## config.mk

```make
export PLATFORM = sky130hd
export DESIGN_NAME = vga_axil_slave_bridge
export DESIGN_NICKNAME = d
export VERILOG_FILES = /design/src/rtl/vga_axil_pkg.sv /design/src/rtl/vga_axil_hold_reg.sv /design/src/rtl/vga_axil_slave_bridge.sv
export SDC_FILE = /design/constraint.sdc
export NUM_CORES = 1
export LEC_CHECK = 0
export CAP_MARGIN = 15
export CORE_ASPECT_RATIO = 0.9
export CORE_MARGIN = 5
export CORE_UTILIZATION = 40
export CTS_BUF_LIST = sky130_fd_sc_hd__clkbuf_4
export CTS_CLUSTER_SIZE = 25
export DETAILED_ROUTE_END_ITERATION = 16
export GPL_TIMING_DRIVEN = 1
export PLACE_DENSITY_LB_ADDON = 0.08
export SYNTH_ARGS = -nofsm -noshare
export SYNTH_HDL_FRONTEND = slang
export SYNTH_SLANG_ARGS = --single-unit
```

## constraint.sdc

```tcl
create_clock -name clk -period 1.65 [get_ports clk]
set_clock_uncertainty 0.1 [all_clocks]
set_input_delay 0.4125 -clock clk [delete_from_list [all_inputs] [get_ports clk]]
set_output_delay 0.4125 -clock clk [all_outputs]
set_load 0.005 [all_outputs]
```

## src/rtl/vga_axil_pkg.sv

```systemverilog
// Shared types and helpers for the VGA AXI4-Lite slave bridge.
// Latency: n/a (types and pure functions only).
// Backpressure: n/a.
package vga_axil_pkg;

  // AXI response codes used by the bridge.
  typedef enum logic [1:0] {
    OKAY   = 2'b00,
    SLVERR = 2'b10
  } axil_resp_t;

  typedef enum logic {
    W_COLLECT,
    W_RESP
  } wr_state_t;

  typedef enum logic [1:0] {
    R_IDLE,
    R_WAIT,
    R_RESP
  } rd_state_t;

  // Byte address to native word index. Only 32- and 64-bit data are supported.
  function automatic logic [63:0] word_index(input logic [63:0] addr, input int data_w);
    return (data_w == 64) ? (addr >> 3) : (addr >> 2);
  endfunction

  // A word index is decoded only when it lands inside the native register file.
  function automatic logic in_range(input logic [63:0] index, input int num_regs);
    return index < 64'(num_regs);
  endfunction

endpackage

```

## src/rtl/vga_axil_hold_reg.sv

```systemverilog
// One-entry valid/ready hold register: captures a beat on handshake, keeps it until consume.
// Latency: held/hold_dat update on the capture edge; in_rdy is registered (drops the cycle after capture).
// Backpressure: in_rdy stays low while an entry is held; it returns the cycle after consume.
// Ports: clk, rst (sync, active-high), in_dat/in_vld/in_rdy (upstream), hold_dat/held (stored beat), consume.
module vga_axil_hold_reg #(
  parameter int W = 32
) (
  input  logic         clk,
  input  logic         rst,
  input  logic [W-1:0] in_dat,
  input  logic         in_vld,
  output logic         in_rdy,
  output logic [W-1:0] hold_dat,
  output logic         held,
  input  logic         consume
);

  always_ff @(posedge clk) begin
    if (rst) begin
      held     <= 1'b0;
      in_rdy   <= 1'b0;
      hold_dat <= '0;
    end else if (in_vld && in_rdy) begin
      hold_dat <= in_dat;
      held     <= 1'b1;
      in_rdy   <= 1'b0;
    end else if (consume) begin
      held     <= 1'b0;
      in_rdy   <= 1'b1;
    end else begin
      // Covers the first cycle after reset release as well as the idle case.
      in_rdy   <= !held;
    end
  end

endmodule

```

## src/rtl/vga_axil_slave_bridge.sv

```systemverilog
// AXI4-Lite slave to native register-port bridge; independent write and read FSMs.
// Latency: write pulse + bvalid one cycle after the later AW/W handshake; rvalid READ_LATENCY+1 cycles after AR.
// Backpressure: one transaction per direction; readies stay low until the B/R response handshakes.
// Ports: clk, rst (sync, active-high); AXI-Lite slave s_aw*/s_w*/s_b*/s_ar*/s_r*;
//        native n_write_en/n_addr_write/n_data2native/n_wstrb and n_read_en/n_addr_read/n_data2axil.
module vga_axil_slave_bridge
  import vga_axil_pkg::*;
#(
  parameter int ADDR_W       = 32,
  parameter int DATA_W       = 32,
  parameter int NUM_REGS     = 16,
  parameter int READ_LATENCY = 1
) (
  input  logic                        clk,
  input  logic                        rst,
  input  logic [ADDR_W-1:0]           s_awaddr,
  input  logic                        s_awvalid,
  output logic                        s_awready,
  input  logic [DATA_W-1:0]           s_wdata,
  input  logic [DATA_W/8-1:0]         s_wstrb,
  input  logic                        s_wvalid,
  output logic                        s_wready,
  output logic [1:0]                  s_bresp,
  output logic                        s_bvalid,
  input  logic                        s_bready,
  input  logic [ADDR_W-1:0]           s_araddr,
  input  logic                        s_arvalid,
  output logic                        s_arready,
  output logic [DATA_W-1:0]           s_rdata,
  output logic [1:0]                  s_rresp,
  output logic                        s_rvalid,
  input  logic                        s_rready,
  output logic                        n_write_en,
  output logic [$clog2(NUM_REGS)-1:0] n_addr_write,
  output logic [DATA_W-1:0]           n_data2native,
  output logic [DATA_W/8-1:0]         n_wstrb,
  output logic                        n_read_en,
  output logic [$clog2(NUM_REGS)-1:0] n_addr_read,
  input  logic [DATA_W-1:0]           n_data2axil
);

  localparam int NATIVE_ADDR_W = $clog2(NUM_REGS);
  localparam int STRB_W        = DATA_W / 8;
  localparam int CNT_W         = $clog2(READ_LATENCY + 1);

  // ---------------------------------------------------------------- write path
  wr_state_t                  wstate;
  logic                       aw_held;
  logic                       w_held;
  logic [ADDR_W-1:0]          aw_q;
  logic [DATA_W+STRB_W-1:0]   w_q;
  logic                       aw_have;
  logic                       w_have;
  logic                       wr_consume;
  logic [ADDR_W-1:0]          aw_addr_eff;
  logic                       wr_ok;

  assign wr_consume = s_bvalid && s_bready;

  vga_axil_hold_reg #(.W(ADDR_W)) u_aw_hold (
    .clk      (clk),
    .rst      (rst),
    .in_dat   (s_awaddr),
    .in_vld   (s_awvalid),
    .in_rdy   (s_awready),
    .hold_dat (aw_q),
    .held     (aw_held),
    .consume  (wr_consume)
  );

  vga_axil_hold_reg #(.W(DATA_W + STRB_W)) u_w_hold (
    .clk      (clk),
    .rst      (rst),
    .in_dat   ({s_wstrb, s_wdata}),
    .in_vld   (s_wvalid),
    .in_rdy   (s_wready),
    .hold_dat (w_q),
    .held     (w_held),
    .consume  (wr_consume)
  );

  // "Have" means held already or being captured on this edge, so the FSM can
  // leave W_COLLECT on the same edge as the later of the two handshakes.
  assign aw_have     = aw_held || (s_awvalid && s_awready);
  assign w_have      = w_held  || (s_wvalid  && s_wready);
  assign aw_addr_eff = aw_held ? aw_q : s_awaddr;
  assign wr_ok       = in_range(word_index(64'(aw_addr_eff), DATA_W), NUM_REGS);

  // The hold registers are stable for the whole W_RESP cycle, so the native
  // write payload is taken straight from them.
  assign n_addr_write             = NATIVE_ADDR_W'(word_index(64'(aw_q), DATA_W));
  assign {n_wstrb, n_data2native} = w_q;

  always_ff @(posedge clk) begin
    if (rst) begin
      wstate     <= W_COLLECT;
      n_write_en <= 1'b0;
      s_bvalid   <= 1'b0;
      s_bresp    <= OKAY;
    end else begin
      n_write_en <= 1'b0;
      if (wstate == W_COLLECT) begin
        if (aw_have && w_have) begin
          wstate     <= W_RESP;
          s_bvalid   <= 1'b1;
          n_write_en <= wr_ok;
          s_bresp    <= wr_ok ? OKAY : SLVERR;
        end
      end else if (s_bready) begin
        wstate   <= W_COLLECT;
        s_bvalid <= 1'b0;
      end
    end
  end

  // ----------------------------------------------------------------- read path
  rd_state_t           rstate;
  logic [CNT_W-1:0]    rd_cnt;
  logic                rd_err;
  logic [63:0]         ar_idx;
  logic                rd_ok;

  assign ar_idx = word_index(64'(s_araddr), DATA_W);
  assign rd_ok  = in_range(ar_idx, NUM_REGS);

  always_ff @(posedge clk) begin
    if (rst) begin
      rstate      <= R_IDLE;
      s_arready   <= 1'b0;
      n_read_en   <= 1'b0;
      n_addr_read <= '0;
      rd_cnt      <= '0;
      rd_err      <= 1'b0;
      s_rvalid    <= 1'b0;
      s_rdata     <= '0;
      s_rresp     <= OKAY;
    end else begin
      n_read_en <= 1'b0;
      case (rstate)
        R_IDLE: begin
          if (s_arvalid && s_arready) begin
            rstate      <= R_WAIT;
            s_arready   <= 1'b0;
            rd_cnt      <= CNT_W'(READ_LATENCY);
            rd_err      <= !rd_ok;
            n_read_en   <= rd_ok;
            n_addr_read <= NATIVE_ADDR_W'(ar_idx);
          end else begin
            s_arready <= 1'b1;
          end
        end
        R_WAIT: begin
          // Out-of-range reads keep identical timing; only the data and code differ.
          rd_cnt <= rd_cnt - CNT_W'(1);
          if (rd_cnt == CNT_W'(1)) begin
            rstate   <= R_RESP;
            s_rvalid <= 1'b1;
            s_rdata  <= rd_err ? '0 : n_data2axil;
            s_rresp  <= rd_err ? SLVERR : OKAY;
          end
        end
        R_RESP: begin
          if (s_rready) begin
            rstate    <= R_IDLE;
            s_rvalid  <= 1'b0;
            s_arready <= 1'b1;
          end
        end
        default: rstate <= R_IDLE;
      endcase
    end
  end

endmodule

```

==> metrics.md, run 1 <==
| Metric | Value |
|---|---|
| Top Family by Delay on Critical Path | flip-flops |
| CP Class | register to output port |
| Netlist cell types | 30 |
| Final net count | 838 |
| Seq/Total Area, Yosys | between 50% and 60% |
| Post-Synthesis Cells | 474 |
| ANT cells | 0 |
| Setup repair after global routing missed its margin | no |
| Hpwl dp | around 10000 µm |
| Top-area cell type share of the netlist area | 56.71% |
| CP Data Arrival Time | between 1000 and 1500 ps |
| Synthesized area | 4165 µm² |
| Worst path cell trace | clkdlybuf4s15_1 |
| Hold Fails Final Rpt | 0 |
| Starting Density | 40.82% |
| DRC viols | 0 |
| Final Non-Filler Cells | 838 |
| Clk slew on worst S/H paths | 100 ps |
| Final instance area | between 6000 and 7000 µm² |
| Outcome | finished clean |
| Synth top area cells | dfxtp_1 (57%), nand2_1 (13%), a21oi_1 (9.0%), a22o_1 (6.9%), nor4_1 (2.1%) |
| Synth Warn # | 0 |
| IO Pins | 226 |
| CP Launch Point | s_rdata[23] |
| Htree depth | 4 |
| Post-synth EDFFs | 0 |
| Die area | 12560 µm² |
| Async SR Flop Fraction | 0% |
| VDD IR max | 528.2 µV |
| Minimum clock period | 1571 ps |
| Largest net degree at the start of global routing | 61 |
| Die height | 106.8 µm |
| Setup Viol. Count Final | 0 |
| Number of buffers added on ports | about 220 |
| Gpl congestion | 0.7660 |
| Sequential Area | 2439 µm² |
| Yosys top cell by area | dfxtp_1 |
| Hold Path Class | input pin to register |
| WL/cell | 15.69 µm |
| Number of global-route vias before repair | 4127 |
| Multi-input logic area | 1642 µm² |
| R2r startpoint | rstate[1] |
| Layout cells sized above 1 | 18.34% |
| CP Capture Type | output port |
| Number of CTS-inserted buffers | 17 |
| FP Rows | 35 |
| Ys flop type | dfxtp_1 |
| Fin crit share | 95.23% |
| PwrDens | roughly 860 nW/µm² |
| Clock Tree Buf Depth | 2 |
| CTS tree | done |
| Clock sink count | 118 |
| Gr ovfl total | 0 |
| Slew Viols, Final | 0 |
| Vias | 4112 |
| Placed cell area | 6556 µm² |
| Antenna-violating nets left | 0 |
| Area delta synth->final | 65.52% |
| Most frequent cell after synthesis | nand2_1 |
| CP max FO | 2 |
| Drt total wl | 13150 µm |
| Fill cells | 860 |
| Layout Utilization | 67.57% |
| CP startpoint kind | register |
| Post-Place Cells | 804 |
| Router iterations before antenna repair | 5 |
| Max Fclk | 636.5 MHz |
| Die Wd | 117.6 µm |
| Core ar. | between 10000 and 15000 µm² |
| Critical Path RT | 1140 ps |
| Synth cell count leaders | nand2_1 (141), dfxtp_1 (118), a21oi_1 (75) |
| Buffers & Inverters on Critical Path | 1 |
| Root Buffer Master | clkbuf_4 |
| Hold path startpoint | rst |
| Via-per-instance ratio | 4.907 |
| All-Layer GR Usage | 20.38% |
| CTS Hold Bufs | 0 |
| Initial antenna violation count | 0 |
| Syn Area/Cell | 8.787 µm² |
| Crit path largest cell delay | 350 ps |
| MaxCap Viol Count | 0 |
| Leak | about 2.6 nW |
| Clock Latency Late Sink | 480 ps |
| Initial drt markers | slightly below 200 |
| Slowest CP cell | dfxtp_1 |
| Global-route wire length before repair | 20940 µm |
| Yosys reg bits | between 100 and 150 |
## final timing paths
path,end,slack [ps],depth (start not counted)
setup / recovery,s_rdata[23],80,1
hold / removal,rd_err,150,2
setup reg to reg,s_rdata[27],170,5
hold reg to reg,u_w_hold.hold_dat[12],360,2
## per-layer routing
metal	track usage [%]	routed length, µm
met1	24.58	5547
met2	35.50	6717
met3	6.487	787
met4	4.832	99
met5	0	0
## power by group
part / internal, mW / switching [mW] / total (mW) / leakage (nW)
logic: 0.531 / 0.342 / 0.873 / 1.50
registers: 2.98 / 0.0747 / 3.06 / 0.988
clock network: 1.00 / 1.00 / 2.00 / 0.137
## cells by family after synthesis
group           share of synthesized area [%]
flops                                   56.71
compound gates                          17.27
other cells                           0.09003
mux                                    0.9613
buf+inv                                 4.566
simple gates                            20.40
## final cells by class
| class | instances | area share (%) |
|---|---|---|
| Tap cell | 129 | 2.341 |
| Multi-Input combinational cell | 316 | 23.81 |
| Inverter | 3 | 0.1633 |
| Timing Repair Buffer | 243 | 34.45 |
| Clock buffer | 17 | 1.851 |
| Sequential cell | 118 | 35.37 |
| Clock inverter | 12 | 2.015 |
## through the flow
step | hold WS [ps] | worst slack [ps] | total power, mW | TNS, ps
global placement | 342.0 | -372.2 | 4.000 | -6340
global route | 117.9 | 1.347 | 6.236 | 0
floorplan | 336.0 | 163.4 | 3.410 | 0
detailed placement | 345.9 | -434.1 | 4.024 | -7612
CTS | 118.3 | 0.8608 | 5.989 | 0
finish | 152.1 | 78.78 | 5.933 | 0
## what timing repair did
| action | 4_1_cts | 5_1_grt |
|---|---|---|
| gates resized for setup | 124 | 115 |
| setup buffers | 4 | 1 |
| setup endpoints to repair | 85 | 84 |
| gates cloned | 0 | 0 |
| pin swaps | 0 | 1 |
## flip-flops by register name (all words and copies together), names as in the netlist, 2 cells and up
name and cells:
u_w_hold.hold_dat 36, s_rdata 32, u_aw_hold.hold_dat 30, n_addr_read 4, rstate 2
## cells in the final DEF, fill, tap and decap left out, types with 2 or more instances in the layout
cell type	n
clkinv_1	3
nand3_1	3
a22o_1	33
bufinv_16	3
dlygate4sd2_1	4
clkinv_2	3
clkinvlp_4	3
inv_1	3
nor2_1	13
nor4_1	12
nand4_1	4
dfxtp_1	57
clkbuf_2	10
nor2b_1	3
nand2_1	141
dfxtp_2	61
nor3_1	8
clkdlybuf4s15_1	71
buf_4	19
a21oi_1	75
o31a_1	2
conb_1	2
mux2i_1	4
clkbuf_4	17
buf_12	5
and2_1	2
nor4_2	2
nor4b_2	2
clkdlybuf4s50_1	133
Power figures use the tool's default switching activity.
==> run 2, diff against run 1 <==
--- a/config.mk
+++ b/config.mk
@@ -5,15 +5,17 @@
 export SDC_FILE = /design/constraint.sdc
 export NUM_CORES = 1
 export LEC_CHECK = 0
+export ABC_AREA = 1
 export CAP_MARGIN = 15
 export CORE_ASPECT_RATIO = 0.9
-export CORE_MARGIN = 5
-export CORE_UTILIZATION = 40
+export CORE_MARGIN = 4
+export CORE_UTILIZATION = 41
 export CTS_BUF_LIST = sky130_fd_sc_hd__clkbuf_4
 export CTS_CLUSTER_SIZE = 25
 export DETAILED_ROUTE_END_ITERATION = 16
 export GPL_TIMING_DRIVEN = 1
 export PLACE_DENSITY_LB_ADDON = 0.08
+export SLEW_MARGIN = 20
 export SYNTH_ARGS = -nofsm -noshare
 export SYNTH_HDL_FRONTEND = slang
 export SYNTH_SLANG_ARGS = --single-unit
==> metrics.md, run 2 <==
| Metric | Value |
|---|---|
| Die Wd | 118.5 µm (was 117.6 µm) |
| Met2 WL post-DR | 6377 µm (was 6717 µm) |
| IO Pins | 226 (unchanged) |
| Yosys reg bits | 118 (unchanged) |
| Post-synth EDFFs | 0 (unchanged) |
| Router iterations before antenna repair | 4 (was 5) |
| Commonest cells after routing, fill and taps aside | nor2_1 (180), clkdlybuf4s50_1 (134), dfxtp_2 (70), o21ai_0 (68), nand2_1 (52) (was nand2_1 (141), clkdlybuf4s50_1 (133), a21oi_1 (75), clkdlybuf4s15_1 (71), dfxtp_2 (61)) |
| VDD IR max | 475.2 µV (was 528.2 µV) |
| Biggest register | u_w_hold.hold_dat (unchanged) |
| Hold Path Class | input pin to register (unchanged) |
| Syn Area/Cell | 7.709 µm² (was 8.787 µm²) |
| Gpl congestion | 0.7810 (was 0.7660) |
| Number of CTS-inserted buffers | 17 (unchanged) |
| Final Non-Filler Cells | 960 (was 838) |
| Yosys top cell by area | dfxtp_1 (unchanged) |
| CP max FO | 2 (unchanged) |
| Htree depth | 4 (unchanged) |
| Layout cells sized above 1 | 23.49% (was 18.34%) |
| Hpwl dp | 9818 µm (was 10000 µm) |
| Largest register FFs | 36 (unchanged) |
| Area delta synth->final | 56.45% (was 65.52%) |
| Clock Tree Buf Depth | 2 (unchanged) |
| Largest registers | u_w_hold.hold_dat: 36 flops, s_rdata: 32 flops, u_aw_hold.hold_dat: 30 flops (unchanged) |
| MaxCap Viol Count | 0 (unchanged) |
| Setup Viol. Count Final | 0 (unchanged) |
| Most frequent cell after synthesis | nor2_1 (was nand2_1) |
| All-Layer GR Usage | 20.72% (was 20.38%) |
| Post-Place Cells | 918 (was 804) |
| Hold Fails Final Rpt | 0 (unchanged) |
| NetSw | 1.579 mW (was 1.417 mW) |
| Number of global-route vias before repair | 4486 (was 4127) |
| Comb pwr share | 17.1% (was 14.7%) |
| Clk slew on worst S/H paths | 100 ps (about the same) |
| Final net count | 953 (was 838) |
| Initial drt markers | 324 (was 199) |
| Global-route wire length before repair | 20980 µm (was 20940 µm) |
| Top-area cell type share of the netlist area | 52.47% (was 56.71%) |
| CP Capture Type | output port (unchanged) |
| Die area | 12720 µm² (was 12560 µm²) |
| CP Class | register to output port (unchanged) |
| Leak | 3.032 nW (was 2.629 nW) |
| WL met3 | 1299 µm (was 787 µm) |
| Minimum clock period | 1577 ps (was 1571 ps) |
| Starting Density | 41.82% (was 40.82%) |
| Synth Warn # | 0 (unchanged) |
| Clock Latency Late Sink | 500 ps (was 480 ps) |
| Fin crit share | 95.56% (was 95.23%) |
| FP Rows | 36 (was 35) |
| Async SR Flop Fraction | 0% (unchanged) |
| Synth top area cells | dfxtp_1 (52%), nor2_1 (15%), o21ai_0 (7.6%), nand3_1 (4.6%), nand2_1 (4.3%) (was dfxtp_1 (57%), nand2_1 (13%), a21oi_1 (9.0%), a22o_1 (6.9%), nor4_1 (2.1%)) |
| Post-Synthesis Cells | 584 (was 474) |
| PwrDens | 864.0 nW/µm² (was 860.7 nW/µm²) |
| Clock sink count | 118 (unchanged) |
| Netlist cell types | 28 (was 30) |
| Buffers & Inverters on Critical Path | 1 (unchanged) |
| Synth cell count leaders | nor2_1 (180), dfxtp_1 (118), o21ai_0 (68) (was nand2_1 (141), dfxtp_1 (118), a21oi_1 (75)) |
| Pint | 4.506 mW (was 4.516 mW) |
| CP Data Arrival Time | 1060 ps (about the same) |
| M1 WL | 5296 µm (was 5547 µm) |
| CTS tree | done (unchanged) |
| Top routing layer in use | met4 (unchanged) |
| Top Family by Delay on Critical Path | flip-flops (unchanged) |
| WL/cell | 13.79 µm (was 15.69 µm) |
| Synthesized area | 4502 µm² (was 4165 µm²) |
| Max Fclk | 634.2 MHz (was 636.5 MHz) |
| Initial antenna violation count | 1 (was 0) |
| Clock power frac | 31.5% (was 33.8%) |
| Critical Path RT | 1140 ps (about the same) |
| Die height | 107.4 µm (was 106.8 µm) |
| Slew Viols, Final | 0 (unchanged) |
| Drt total wl | 13240 µm (was 13150 µm) |
| CP startpoint kind | register (unchanged) |
| Number of buffers added on ports | 219 (unchanged) |
| Seq/Total Area, Yosys | 52.47% (was 56.71%) |
| Switching share of power | 25.95% (was 23.88%) |
| Most common cell after layout, fill and taps aside | nor2_1 (was nand2_1) |
| Ys flop type | dfxtp_1 (unchanged) |
| Crit path largest cell delay | 350 ps (about the same) |
| Via-per-instance ratio | 4.769 (was 4.907) |
| Core ar. | 10770 µm² (was 10200 µm²) |
| Vias | 4578 (was 4112) |
| Worst path cell trace | clkdlybuf4s15_1 (unchanged) |
| Largest net degree at the start of global routing | 62 (was 61) |
| Part of the power in registers | 51.4% (was 51.5%) |
| Antenna-violating nets left | 0 (unchanged) |
| Fill cells | 959 (was 860) |
| Worst hold margin | 355.9 ps (was 152.1 ps) |
| DRC viols | 0 (unchanged) |
| Root Buffer Master | clkbuf_4 (unchanged) |
| Outcome | finished clean (unchanged) |
| CTS Hold Bufs | 0 (unchanged) |
| Slowest CP cell | dfxtp_2 (was dfxtp_1) |
| Gr ovfl total | 0 (unchanged) |
## run 2: cell count changes in the layout (fill, tap and decap cells not counted), sizes merged, moves of 12 or more
cell,before,now
a21oi,76,19
a22o,33,0
a22oi,1,14
buf,25,37
clkbuf,27,60
clkdlybuf4s15,71,37
inv,3,28
nand2,141,53
nand3,3,41
nor2,13,183
nor4,14,0
o21ai,1,74
## run 2: metrics by stage
step	area (µm²)	util (%)	setup slack [ps]	TNS, ps	total power [mW]
after CTS	7202	66.90	0.07905	0	6.167
final	7043	65.42	73.31	0	6.085
after global routing	7043	65.42	-3.499	-3.499	6.422
after floorplan	4506	-	345.8	0	3.599
after detailed placement	6867	63.78	-165.1	-3295	4.282
after global placement	6867	63.78	-128.8	-2299	4.249
## run 2: per-layer routing
layer  up-vias  track usage (%)
li1       2346                -
met1      2032            22.38
met2       179            34.88
met3        21            10.35
met4         0            8.271
met5         -                0
## run 2: cells by family after synthesis
logic type             Yosys count  share of synthesized area, %
AO/OA/AOI/OAI                  110                         14.09
flip-flops                     118                         52.47
other                            1                       0.08330
AND/OR/NAND/NOR                286                         26.10
buffers and inverters           69                         7.254
## run 2: final timing paths
check             slack (ps)                  start  cells after the start               endpoint
setup reg to reg         240              rstate[0]                      6            s_rdata[22]
hold / removal           360        n_data2axil[12]                      3            s_rdata[12]
setup / recovery          70             s_rdata[7]                      1             s_rdata[7]
hold reg to reg          360  u_aw_hold.hold_dat[8]                      2  u_aw_hold.hold_dat[8]
## run 2: area by class of cell
cell class | count | area [µm²] | area share [%]
Sequential cell | 118 | 2450 | 34.78
Timing Repair Buffer | 250 | 2248 | 31.92
Multi-Input combinational cell | 398 | 1817 | 25.79
Tap cell | 133 | 166.4 | 2.363
Clock buffer | 18 | 135.1 | 1.919
Clock inverter | 13 | 115.1 | 1.634
Inverter | 29 | 108.9 | 1.546
Antenna cell | 1 | 2.502 | 0.03553
## run 2: power by group through the flow
| stage | Sequential, mW | Combinational, mW | Clock (mW) |
|---|---|---|---|
| after floorplan | 3.17 | 0.427 | 0 |
| after global placement | 3.17 | 1.08 | 0 |
| after detailed placement | 3.17 | 1.11 | 0 |
| after CTS | 3.12 | 1.07 | 1.98 |
| after global routing | 3.15 | 1.16 | 2.12 |
| final | 3.12 | 1.04 | 1.92 |
## run 2: timing repair
action	in CTS	in global routing
pin swaps	0	0
buffers inserted	6	4
setup endpoints to repair	85	73
resized for setup	202	93
## run 2: tightest hold or removal path, delay by kind of cell
kind	cells	cell delay (ps)
simple gates	2	110
buf+inv	1	390
==> RTL change: new RTL, flow settings as in run 1 <==
Re-encode `rd_state_t` (3 states) as one-hot, 3 bits wide.
--- a/src/rtl/vga_axil_pkg.sv
+++ b/src/rtl/vga_axil_pkg.sv
@@ -16,6 +16,6 @@
 
-  typedef enum logic [1:0] {
-    R_IDLE,
-    R_WAIT,
-    R_RESP
+  typedef enum logic [2:0] {
+    R_IDLE = 3'b001,
+    R_WAIT = 3'b010,
+    R_RESP = 3'b100
   } rd_state_t;
Function: no difference found for any inputs over 10 cycles, from zero or initial values and one cycle with rst high; not proved beyond that.
==> RTL change against run 1 <==
Sequential power hardly changed; highest routed layer unchanged; area after synthesis is 2.2% higher; sequential cell count is 1 higher; largest cell class unchanged; worst setup slack worse by 0.020 ns; via count is 4.0% higher; wire length is 2.7% higher; critical path type is now primary input to register; largest power group unchanged; sequential share of layout area is 0.61 points higher; final area hardly changed; total power is 0.70% lower.
==> RTL change: results <==
metrics = {
    "status": {
        "outcome": "completed",
    },
    "detailed_routing": {
        "wire_per_inst_microns": 15.6,
        "drt_iter0_markers": 306,
        "wirelength_mm": 13.5,
        "drtPass1Iterations": 6,
        "dr_total_vias": 4275,
    },
    "clock_tree": {
        "clock_latency_ns": 0.51,
        "clock-root-buffer": "clkbuf_4",
        "cts-buffers-inserted": 17,
        "cts.path.max_buffers": 2,
        "cts_max_level": 4,
    },
    "logic_synthesis": {
        "synth_area_per_cell_sq_um": 8.72,
        "netlist_top_cells_count": "nand2_1 (147), dfxtp_1 (119), a21oi_1 (81), a22o_1 (33), clkbuf_1 (19)",
        "synthMuxAreaShare_pct": 0,
        "synth_area_leaders": "dfxtp_1 (56%), nand2_1 (13%), a21oi_1 (9.5%)",
        "yosysUniqueCellTypes": 32,
        "synth_warnings": 0,
        "synth_compound_area_share_pct": 17.9,
        "synth_xor_area_share_pct": 0,
        "seq_area_frac_synth_pct": 56.0,
    },
    "setup_path": {
        "cp-endpoint": "n_write_en",
        "crit_start": "s_awaddr[25]",
        "worstPathArrival_ns": 1.88,
        "worstReg2RegEnd": "n_write_en",
        "critPathMaxFanout": 2,
        "rrSetupSlack_ns": 0.06,
        "r2r_start": "u_aw_hold.held",
        "slowest_stage": "clkdlybuf4s50_1",
        "ff2ff_path_depth": 4,
        "slowest_delay_ns": 0.45,
    },
    "global_route": {
        "grt_pass1_wl_mm": 20.7,
        "grt.total_usage_pct": 20.3,
        "antenna_found_initial": 0,
        "grt_pass1_vias": 4118,
        "grt_start_max_net_pins": 45,
    },
    "place": {
        "placedCellCount": 821,
        "place.gp.congestion": 0.798,
        "place_hpwl_mm": 9.92,
    },
    "finish": {
        "antenna_cells_inserted": 0,
        "top_regs": "u_w_hold.hold_dat: 36 flops, s_rdata: 32 flops, u_aw_hold.hold_dat: 30 flops",
        "drive_above_1_share_pct": 28.3,
        "nets": 864,
    },
    "pwr": {
        "vdd_drop_max_v": 0.000728,
        "leakagePower_nw": 2.70,
    },
}
-- RTL change: cells by family after synthesis --
family / after synthesis
buffers and inverters: 42
other: 1
DFF: 119
AOI/OAI and AO/OA: 123
and+or+nand+nor: 203
-- RTL change: worst max-delay path, delay by kind of cell --
kind | cells | cell delay [ns]
AOI/OAI and AO/OA | 1 | 0.27
and+or+nand+nor | 3 | 0.75
buffers and inverters | 1 | 0.45
-- RTL change: cell type report --
cell class / instances / area (sq um)
Timing Repair Buffer: 254 / 2260
Fill cell: 843 / 3440
Tap cell: 129 / 161
Inverter: 5 / 18.8
Multi-Input combinational cell: 328 / 1700
Sequential cell: 119 / 2480
Clock buffer: 18 / 135
Clock inverter: 14 / 134
-- RTL change: worst min path at each step --
stage	cells past startpoint	to	from
final	3	rd_cnt	rst
after global routing	3	rd_cnt	rst
after CTS	3	rd_cnt	rst
after detailed placement	2	u_aw_hold.hold_dat[4]	u_aw_hold.hold_dat[4]
after global placement	2	u_w_hold.hold_dat[25]	u_w_hold.hold_dat[25]
after floorplan	2	u_aw_hold.hold_dat[14]	u_aw_hold.hold_dat[14]
-- RTL change: stage by stage --
stage          setup slack (ns)  instance area, sq um  hold WS, ns  TNS (ns)
5_1_grt                -0.00414                  6890        0.196  -0.00496
6_report                 0.0592                  6890        0.250         0
3_3_place_gp             -0.428                  6660        0.342     -6.25
2_1_floorplan             0.163                  4260        0.336         0
4_1_cts                0.000342                  7070        0.190         0
3_5_place_dp             -0.460                  6660        0.347     -8.08
-- RTL change: timing repair --
item	CTS	global route
resized for setup	232	87
buffers inserted	8	6
endpoints found under the setup margin	87	68
-- RTL change: layer usage --
metal / wire length (microns) / track usage (%)
met1: 5530 / 23.1
met2: 6960 / 35.6
met4: 81 / 5.54
met5: 0 / 0
met3: 928 / 7.88
-- RTL change: power breakdown --
group	switching (mW)	leakage (nW)	internal, mW
registers	0.0647	1.00	2.99
clock network	1.11	0.128	0.894
logic	0.329	1.57	0.506
total	1.50	2.70	4.39
